<file path="src/rtl/mem_wr_sched_pkg.sv">
`default_nettype none
// ============================================================================
// mem_wr_sched_pkg : shared types and defaults for the averaging-BRAM write scheduler
// Revision: 1.0
// ============================================================================
package mem_wr_sched_pkg;

   localparam int c_data_w = 16;
   localparam int c_addr_w = 3;
   localparam int c_depth  = 8;

   typedef logic [1:0] state_t;
   localparam state_t c_st_idle  = 2'd0;
   localparam state_t c_st_write = 2'd1;
   localparam state_t c_st_start = 2'd2;
   localparam state_t c_st_wait  = 2'd3;

   typedef enum logic {
      REQ_MED = 1'b0,
      REQ_CAL = 1'b1
   } req_id_t;

endpackage
`default_nettype wire

</file>
<file path="src/rtl/clk_rstn_if.sv">
`default_nettype none
// ============================================================================
// clk_rstn_if : clock and asynchronous active-low reset bundle
// Revision: 1.0
// ============================================================================
interface clk_rstn_if;
   logic clk_i;
   logic rstn_i;

   modport dut (input clk_i, input rstn_i);
endinterface
`default_nettype wire

</file>
<file path="src/rtl/rr_arb2.sv">
`default_nettype none
// ============================================================================
// rr_arb2 : two-way round-robin picker with one-cycle hold-off of the last acked requester
// Revision: 1.0
// ============================================================================
module rr_arb2
   import mem_wr_sched_pkg::*;
(
   input  logic       clk,
   input  logic       rst_n,
   input  logic       i_en,
   input  logic [1:0] i_req,
   output logic [1:0] o_grant
);

   req_id_t    r_last;
   logic [1:0] r_gnt_d;
   logic [1:0] r_hold;
   logic [1:0] w_elig;
   logic [1:0] w_grant;

   // A grant at n is acked at n+1; the mask lands at n+2 while that requester drops req
   assign w_elig = i_req & ~r_hold;

   always_comb begin
      w_grant = 2'b00;
      if (i_en) begin
         if (&w_elig) begin
            w_grant = (r_last == REQ_MED) ? 2'b10 : 2'b01;
         end else begin
            w_grant = w_elig;
         end
      end
   end

   always_ff @(posedge clk or negedge rst_n) begin
      if (!rst_n) begin
         r_last  <= REQ_CAL;
         r_gnt_d <= 2'b00;
         r_hold  <= 2'b00;
      end else begin
         r_gnt_d <= w_grant;
         r_hold  <= r_gnt_d;
         if (|w_grant) begin
            r_last <= w_grant[1] ? REQ_CAL : REQ_MED;
         end
      end
   end

   assign o_grant = w_grant;

endmodule
`default_nettype wire

</file>
<file path="src/rtl/mem_wr_sched.sv">
`default_nettype none
// ============================================================================
// mem_wr_sched : shares BRAM port A between median and calibration writers, starts the reader per frame
// Revision: 1.0
// ============================================================================
module mem_wr_sched
   import mem_wr_sched_pkg::*;
#(
   parameter int DATA_W = c_data_w,
   parameter int ADDR_W = c_addr_w,
   parameter int DEPTH  = c_depth
)(
   clk_rstn_if.dut           interf,
   input  logic              req0_i,
   input  logic [DATA_W-1:0] data0_i,
   output logic              ack0_o,
   input  logic              req1_i,
   input  logic [ADDR_W-1:0] addr1_i,
   input  logic [DATA_W-1:0] data1_i,
   output logic              ack1_o,
   output logic              mem_we_o,
   output logic [ADDR_W-1:0] mem_addr_o,
   output logic [DATA_W-1:0] mem_din_o,
   output logic              rd_start_o,
   input  logic              rd_done_i,
   output logic              busy_o,
   output logic [ADDR_W:0]   fill_o
);

   localparam logic [ADDR_W-1:0] c_last_ptr = ADDR_W'(DEPTH - 1);

   logic              clk;
   logic              rst_n;
   logic [1:0]        w_grant;
   state_t            r_state;
   req_id_t           r_gnt_id;
   logic [ADDR_W-1:0] r_wr_ptr;
   logic [ADDR_W:0]   r_fill;
   logic              r_armed;
   logic              r_ack0;
   logic              r_ack1;
   logic              r_we;
   logic [ADDR_W-1:0] r_addr;
   logic [DATA_W-1:0] r_din;
   logic              r_rd_start;
   logic              r_busy;

   assign clk   = interf.clk_i;
   assign rst_n = interf.rstn_i;

   rr_arb2 u_arb (
      .clk     (clk),
      .rst_n   (rst_n),
      .i_en    (r_state == c_st_idle),
      .i_req   ({req1_i, req0_i}),
      .o_grant (w_grant)
   );

   always_ff @(posedge clk or negedge rst_n) begin
      if (!rst_n) begin
         r_state    <= c_st_idle;
         r_gnt_id   <= REQ_MED;
         r_wr_ptr   <= '0;
         r_fill     <= '0;
         r_armed    <= 1'b0;
         r_ack0     <= 1'b0;
         r_ack1     <= 1'b0;
         r_we       <= 1'b0;
         r_addr     <= '0;
         r_din      <= '0;
         r_rd_start <= 1'b0;
         r_busy     <= 1'b0;
      end else begin
         r_ack0     <= 1'b0;
         r_ack1     <= 1'b0;
         r_we       <= 1'b0;
         r_rd_start <= 1'b0;
         case (r_state)
            c_st_idle: begin
               if (|w_grant) begin
                  r_state  <= c_st_write;
                  r_we     <= 1'b1;
                  r_ack0   <= w_grant[0];
                  r_ack1   <= w_grant[1];
                  r_gnt_id <= w_grant[1] ? REQ_CAL : REQ_MED;
                  r_addr   <= w_grant[1] ? addr1_i : r_wr_ptr;
                  r_din    <= w_grant[1] ? data1_i : data0_i;
               end
            end
            c_st_write: begin
               r_state <= c_st_idle;
               if (r_gnt_id == REQ_MED) begin
                  r_fill <= r_fill + 1'b1;
                  // The pointer parks on the last entry; only the reader hand-back rewinds it
                  if (r_wr_ptr == c_last_ptr) begin
                     r_state    <= c_st_start;
                     r_rd_start <= 1'b1;
                     r_busy     <= 1'b1;
                  end else begin
                     r_wr_ptr <= r_wr_ptr + 1'b1;
                  end
               end
            end
            c_st_start: begin
               r_state <= c_st_wait;
               r_armed <= 1'b0;
            end
            c_st_wait: begin
               // First WAIT_RD cycle ignores rd_done so a stale level from the last frame cannot leak
               r_armed <= 1'b1;
               if (r_armed && rd_done_i) begin
                  r_state  <= c_st_idle;
                  r_busy   <= 1'b0;
                  r_wr_ptr <= '0;
                  r_fill   <= '0;
               end
            end
            default: r_state <= c_st_idle;
         endcase
      end
   end

   assign ack0_o     = r_ack0;
   assign ack1_o     = r_ack1;
   assign mem_we_o   = r_we;
   assign mem_addr_o = r_addr;
   assign mem_din_o  = r_din;
   assign rd_start_o = r_rd_start;
   assign busy_o     = r_busy;
   assign fill_o     = r_fill;

endmodule
`default_nettype wire

</file>
<file path="src/flat_wrapper.sv">
// flat-port wrapper written by rule: the top's interface ports become plain ports
module mem_wr_sched_flat import mem_wr_sched_pkg::*;
#(
   parameter int DATA_W = c_data_w,
   parameter int ADDR_W = c_addr_w,
   parameter int DEPTH  = c_depth
)
  (req0_i, data0_i, ack0_o, req1_i, addr1_i, data1_i, ack1_o, mem_we_o, mem_addr_o, mem_din_o, rd_start_o, rd_done_i, busy_o, fill_o, interf_clk_i, interf_rstn_i);
  clk_rstn_if interf_i ();
  input  logic req0_i;
  input  logic [DATA_W-1:0] data0_i;
  output logic ack0_o;
  input  logic req1_i;
  input  logic [ADDR_W-1:0] addr1_i;
  input  logic [DATA_W-1:0] data1_i;
  output logic ack1_o;
  output logic mem_we_o;
  output logic [ADDR_W-1:0] mem_addr_o;
  output logic [DATA_W-1:0] mem_din_o;
  output logic rd_start_o;
  input  logic rd_done_i;
  output logic busy_o;
  output logic [ADDR_W:0] fill_o;
  input wire logic [$bits(interf_i.clk_i)-1:0] interf_clk_i;
  input wire logic [$bits(interf_i.rstn_i)-1:0] interf_rstn_i;
  assign interf_i.clk_i = interf_clk_i;
  assign interf_i.rstn_i = interf_rstn_i;
  mem_wr_sched #(.DATA_W(DATA_W), .ADDR_W(ADDR_W), .DEPTH(DEPTH)) u_core (.interf(interf_i), .req0_i(req0_i), .data0_i(data0_i), .ack0_o(ack0_o), .req1_i(req1_i), .addr1_i(addr1_i), .data1_i(data1_i), .ack1_o(ack1_o), .mem_we_o(mem_we_o), .mem_addr_o(mem_addr_o), .mem_din_o(mem_din_o), .rd_start_o(rd_start_o), .rd_done_i(rd_done_i), .busy_o(busy_o), .fill_o(fill_o));
endmodule
</file>
<file path="config.mk">
export PLATFORM = sky130hd
export DESIGN_NAME = mem_wr_sched_flat
export DESIGN_NICKNAME = d
export VERILOG_FILES = /design/src/rtl/mem_wr_sched_pkg.sv /design/src/rtl/clk_rstn_if.sv /design/src/rtl/rr_arb2.sv /design/src/rtl/mem_wr_sched.sv /design/src/flat_wrapper.sv
export SDC_FILE = /design/constraint.sdc
export NUM_CORES = 1
export LEC_CHECK = 0
export CAP_MARGIN = 40
export CORE_MARGIN = 4
export CORE_UTILIZATION = 55
export CTS_BUF_LIST = sky130_fd_sc_hd__clkbuf_2
export CTS_CLUSTER_SIZE = 10
export DETAILED_ROUTE_END_ITERATION = 12
export DONT_BUFFER_PORTS = 1
export GPL_ROUTABILITY_DRIVEN = 0
export HOLD_SLACK_MARGIN = 0.12
export MAX_ROUTING_LAYER = met4
export PLACE_DENSITY = 0.7
export REMOVE_ABC_BUFFERS = 1
export SLEW_MARGIN = 20
export SYNTH_ARGS = -nofsm -noshare
export SYNTH_HDL_FRONTEND = slang
export SYNTH_SLANG_ARGS = --single-unit
export TNS_END_PERCENT = 50
</file>
<file path="constraint.sdc">
create_clock -name interf_clk_i -period 1.95 [get_ports interf_clk_i]
set_input_delay 0.4875 -clock interf_clk_i [delete_from_list [all_inputs] [get_ports interf_clk_i]]
set_output_delay 0.4875 -clock interf_clk_i [all_outputs]
set_load 0.02 [all_outputs]
</file>
After elaboration in Yosys (flattened, before gate mapping)
Index checks and enable logic that the tools add are counted. Widths: inputs -> output; s select.

Add/sub/neg operators: 2. Equal/unequal tests: 9. Muxes and demuxes: 32. Bitwise gates (word level): 2. Reduce and logical (&&, ||, !) cells: 11.

Operator list (number): $mux 16 (1); $mux 2 (7); $mux 1 (13); $mux 3 (4); $mux 4 (2); $pmux 2 s4 (1); $pmux 4 s2 (1); $reduce_and 4->1 (2); $ne 2x1->1 const B (3); $pmux 3 s2 (1); $reduce_and 2->1 (3); $add 4x1->4 const B (1); $eq 2x2->1 const B (2); $ne 2x2->1 const B (2); $pmux 1 s2 (2); $reduce_bool 2->1 (2); $add 3x1->3 const B (1); $eq 3x3->1 const B (1); $reduce_and 3->1 (1); $and 2x2->2 (1); $eq 2x1->1 const B (1); $logic_not 2->1 (1); $not 2->2 (1); $reduce_or 2->1 (1); $logic_and 1x1->1 (1).

Register bits: 40. Bits of input ports: 40. Output and inout bits: 28. Logic and storage cells: 71.

Logic depth before layout (Yosys ltp)
Depth in word-level cells: 8. Mapped depth: 7. Depth with buffers taken out: 5.

Cells and area by module
Synthesis repeated with hierarchy kept, for this count alone.

Cell total of the unflattened synthesis: 128. Area, all modules: 1896.8 µm².

By module, submodules not included: mem_wr_sched (instances 1, cells an instance 116, area an instance 1721.7 µm², sequential area each 875.8 µm²); rr_arb2 (instances 1, cells an instance 12, area an instance 175.2 µm², sequential area each 126.4 µm²).

Worst setup path after synthesis
Ideal clock, no wire load.

Path type: in2reg. Start: input req1_i. End: register u_core.r_addr[0], in the netlist u_core.mem_addr_o[0]. Setup time: 126 ps. Data arrival time: 1517 ps. Data required time: 1824 ps. Setup slack: 307 ps. Stages: 5. Buffers on the path: 2. Path through: or3b_1 -> buf_2 -> clkbuf_1 -> and3_1 -> a221o_1.

Word-level cells in the longest chain between the ends: 6. Elaborated cells on any way between the ends: 7. Those cells by class: mux (3); bitwise (1); reduce/logical (3).

Ends and longest elaborated chain: start: declaration (line flat_wrapper.sv:13) `input logic req1_i;`; $and 2x2->2 * (line rr_arb2.sv:23) `assign w_elig = i_req & ~r_hold;`; $reduce_and 2->1 (line rr_arb2.sv:28) `if (&w_elig) begin`; $mux 2 * (line rr_arb2.sv:28); $mux 2 * (line rr_arb2.sv:27) `if (i_en) begin`; $reduce_or 2->1 (line mem_wr_sched.sv:80) `if (|w_grant) begin`; $reduce_and 2->1 (no line); end signal: assignment (line mem_wr_sched.sv:86) `r_addr <= w_grant[1] ? addr1_i : r_wr_ptr;`; end: declaration (line mem_wr_sched.sv:43) `logic [ADDR_W-1:0] r_addr;`.

Mark *: on every way between the ends. The rest lies on a longest branch, timed or not. A chain may end at the register's enable or synchronous reset.

Worst setup path after layout
Start: register u_core.r_wr_ptr[0]. End: register u_core.r_wr_ptr[0].

Word-level cells in the longest chain between the ends: 4. Elaborated cells on any way between the ends: 7. Those cells by class: add/sub (1); eq/ne (2); mux (3); reduce/logical (1).

Ends and longest elaborated chain: start: declaration (line mem_wr_sched.sv:37) `logic [ADDR_W-1:0] r_wr_ptr;`; start signal: assignment (line mem_wr_sched.sv:100) `r_wr_ptr <= r_wr_ptr + 1'b1;`; $add 3x1->3 (line mem_wr_sched.sv:100); $mux 3 (line mem_wr_sched.sv:95) `if (r_wr_ptr == c_last_ptr) begin`; $mux 3 (line mem_wr_sched.sv:92) `if (r_gnt_id == REQ_MED) begin`; $pmux 3 s2 (line mem_wr_sched.sv:78) `case (r_state)`.

Parallel ways exist; a longest one is shown, timed or not. The select of a mux whose other input is x is not followed.

==> metrics.txt <==
run status finished, final reports clean; Sequential Area approximately 1000 µm²; GR Util All Layers 0.194; Die H about 66 µm; Min-Delay Path Depth 1; Final nets slightly below 200; Iter 0 DRT Violations 54; DRC errors left 0; P&R area growth vs syn 3.12%; PortBufs 0; Mapped Cells approximately 150; WL per Instance between 15 and 20 µm; final wirelength 3.73 mm; Max Freq about 570 MHz; Fill cells 266; nature of the critical path startpoint register; LEAKAGE slightly above 0.9 nW; Hold Fails Final Rpt 0; Period Utilization, post-route 0.901; HP Class in -> reg; count of different cell masters after synthesis 38; hold slack around 230 ps; CTS tree done; global-route wire length before repair around 6.1 mm; Ports roughly 70; post-DP HPWL approximately 2.6 mm; diodes inserted 0; Slew @ Worst Pin 500 ps; Synth top area share 0.530; Synth Register Bits 40; initial antenna violation count 0; Die ar. about 4300 µm²; initial core utilization 0.589; setup violators final 0; Worst-path clk slew between 150 and 200 ps; post-CTS setup buffer count 0; largest net degree at the start of global routing 41; multi-input logic area around 720 µm²; root buffer cell clkbuf_2; detailed-route via count about 1200; sequential share of the synthesized area 0.544; Syn. warnings 0; vias in the first global route approximately 1300; Final TNS setup 0 ps; Crit path arrival time ~2100 ps; clk_lat worst skew around 390 ps; die width around 66 µm; Worst Path Class, Setup reg -> reg; Synth area leaders dfrtp_1, a221o_1, and3_1, buf_6, inv_1; Core ar. between 3000 and 4000 µm²; critical path endpoint category register; Clock Path Buffers 2; FP Rows 20; crit path max fanout 4; placed cell area ~1800 µm²; number of H-tree levels 2; RSZ-0062 raised after global routing no; syn avg cell area approximately 12 µm²; first-pass iteration count of the detailed router 4; Num Clock Sinks 40; fraction of layout cells with a size suffix above 1 0.123; Routed Antenna Nets 0; R2R cell count 5; clock skew roughly 15 ps; Avg Vias per Cell around 6.2; GR Overflow Total 0; max_cap viols 0; final slew viol count 0; Max IR drop VDD between 0.9 and 1 mV; power density cells approximately 1700 nW/µm²; crit path time final approximately 1800 ps; Cell Area, Synth roughly 1800 µm²; Slew headroom 0.663; TritonCTS buffer count 5; Worst Path Required approximately 2300 ps; Final Instance Area roughly 1900 µm²; cell taking the most area after synthesis dfrtp_1
## path summary, 6_finish.rpt
kind | startpoint | end | slack, ps
worst min register to register | u_core.u_arb.r_gnt_d[0] | u_core.u_arb.r_hold[0] | 360
min in group asynchronous | interf_rstn_i | u_core.ack1_o | 520
max in group asynchronous | interf_rstn_i | u_core.u_arb.r_last | 1170
worst max-delay path | u_core.r_wr_ptr[0] | u_core.r_wr_ptr[0] | 190
worst max register to register | u_core.r_wr_ptr[0] | u_core.r_wr_ptr[0] | 190
worst min-delay path | data1_i[5] | u_core.mem_din_o[5] | 230
## cells in the mapped netlist
cell       count
a2111oi_0      4
a211oi_1       4
a21o_1         2
a21o_4         1
a21oi_1        4
a221o_1       13
a221o_2        2
a22o_1         1
a2bb2oi_1      1
a31oi_1        1
and2_1         3
and3_1        16
and4_1         1
buf_2          2
buf_4          1
buf_6          5
clkbuf_1       2
dfrtp_1       39
dfstp_2        1
ha_1           3
inv_1         11
mux2_2         2
mux2i_1        2
nand2_1        5
nand2b_1       2
nand3_1        1
nand3b_1       1
nor2_1         3
nor2b_1        1
nor3_1         1
nor3b_1        2
nor3b_4        1
nor4b_1        4
nor4b_4        1
o21ai_0        4
or2_4          1
or3_1          2
or3b_1         2
## critical path, stage by stage (launching register included)
cell and delay [ps]:
dfrtp_1 440, ha_1 170, ha_1 190, nor3_1 60, o21ai_0 430, mux2_2 390
## registers in the layout, summed over array words and instances (netlist names), 2 cells and up, named ones only
register	cells
u_core.mem_addr_o	3
u_core.fill_o	4
u_core.u_arb.r_hold	2
u_core.r_wr_ptr	3
u_core.u_arb.r_gnt_d	2
u_core.mem_din_o	16
## logic make-up (layout without fill, tap and decap cells)
| logic type | after synthesis | count (layout) | synth area share |
|---|---|---|---|
| AOI/OAI and AO/OA | 37 | 37 | 0.169 |
| adders and majority gates | 3 | 3 | 0.0204 |
| buffers and inverters | 21 | 23 | 0.0666 |
| DFF | 40 | 40 | 0.544 |
| muxes | 4 | 4 | 0.0231 |
| and+or+nand+nor | 47 | 47 | 0.177 |
## layout make-up
| class | instances | share of cell area |
|---|---|---|
| Inverter | 11 | 0.0217 |
| Timing Repair Buffer | 4 | 0.0237 |
| Clock buffer | 7 | 0.0184 |
| Tap cell | 44 | 0.0290 |
| Clock inverter | 1 | 0.00198 |
| Sequential cell | 40 | 0.528 |
| Multi-Input combinational cell | 91 | 0.377 |
## repair_timing
action | in CTS | in global routing
resized for setup | 0 | 0
hold buffers | 2 | 0
endpoints found under the hold margin | 40 | 0
## power by group
part	internal (W)	leakage (nW)	total (W)	switching, W
registers	0.00120	0.496	0.00185	0.000651
clock network	0.0000960	0.0306	0.000352	0.000256
logic	0.000516	0.401	0.00102	0.000508
total	0.00181	0.928	0.00322	0.00141
## routing by layer
metal,GRT usage,vias to the layer above,wire (µm)
met5,-,-,0
met4,0.0933,0,78
met3,0.0612,8,327
met2,0.298,51,1770
met1,0.230,601,1550
li1,-,573,-
## cell usage in the layout, fill, tap and decap left out, types with 2 or more instances in the layout
master	Yosys	layout
a211oi_1	4	4
nor4b_1	4	4
a221o_1	13	13
nand2_1	5	5
or3b_1	2	2
a2111oi_0	4	4
a21o_1	2	2
nor2_1	3	3
buf_4	1	2
o21ai_0	4	4
mux2_2	2	2
or3_1	2	2
mux2i_1	2	2
inv_1	11	11
nor3b_1	2	2
clkbuf_2	0	7
a21oi_1	4	4
nand2b_1	2	2
a221o_2	2	2
ha_1	3	3
and2_1	3	3
dfrtp_1	39	39
and3_1	16	16
## through the flow
step / std cells / total power, W / setup WS [ps] / util
after detailed placement: 188 / 0.00289 / 219 / 0.585
after CTS: 198 / 0.00326 / 194 / 0.607
after global placement: 188 / 0.00281 / 243 / 0.585
final: 198 / 0.00322 / 193 / 0.607
after global routing: 198 / 0.00347 / 73.2 / 0.607
after floorplan: 142 / 0.00259 / 368 / -
No activity file was read; power rests on OpenSTA's default activity.
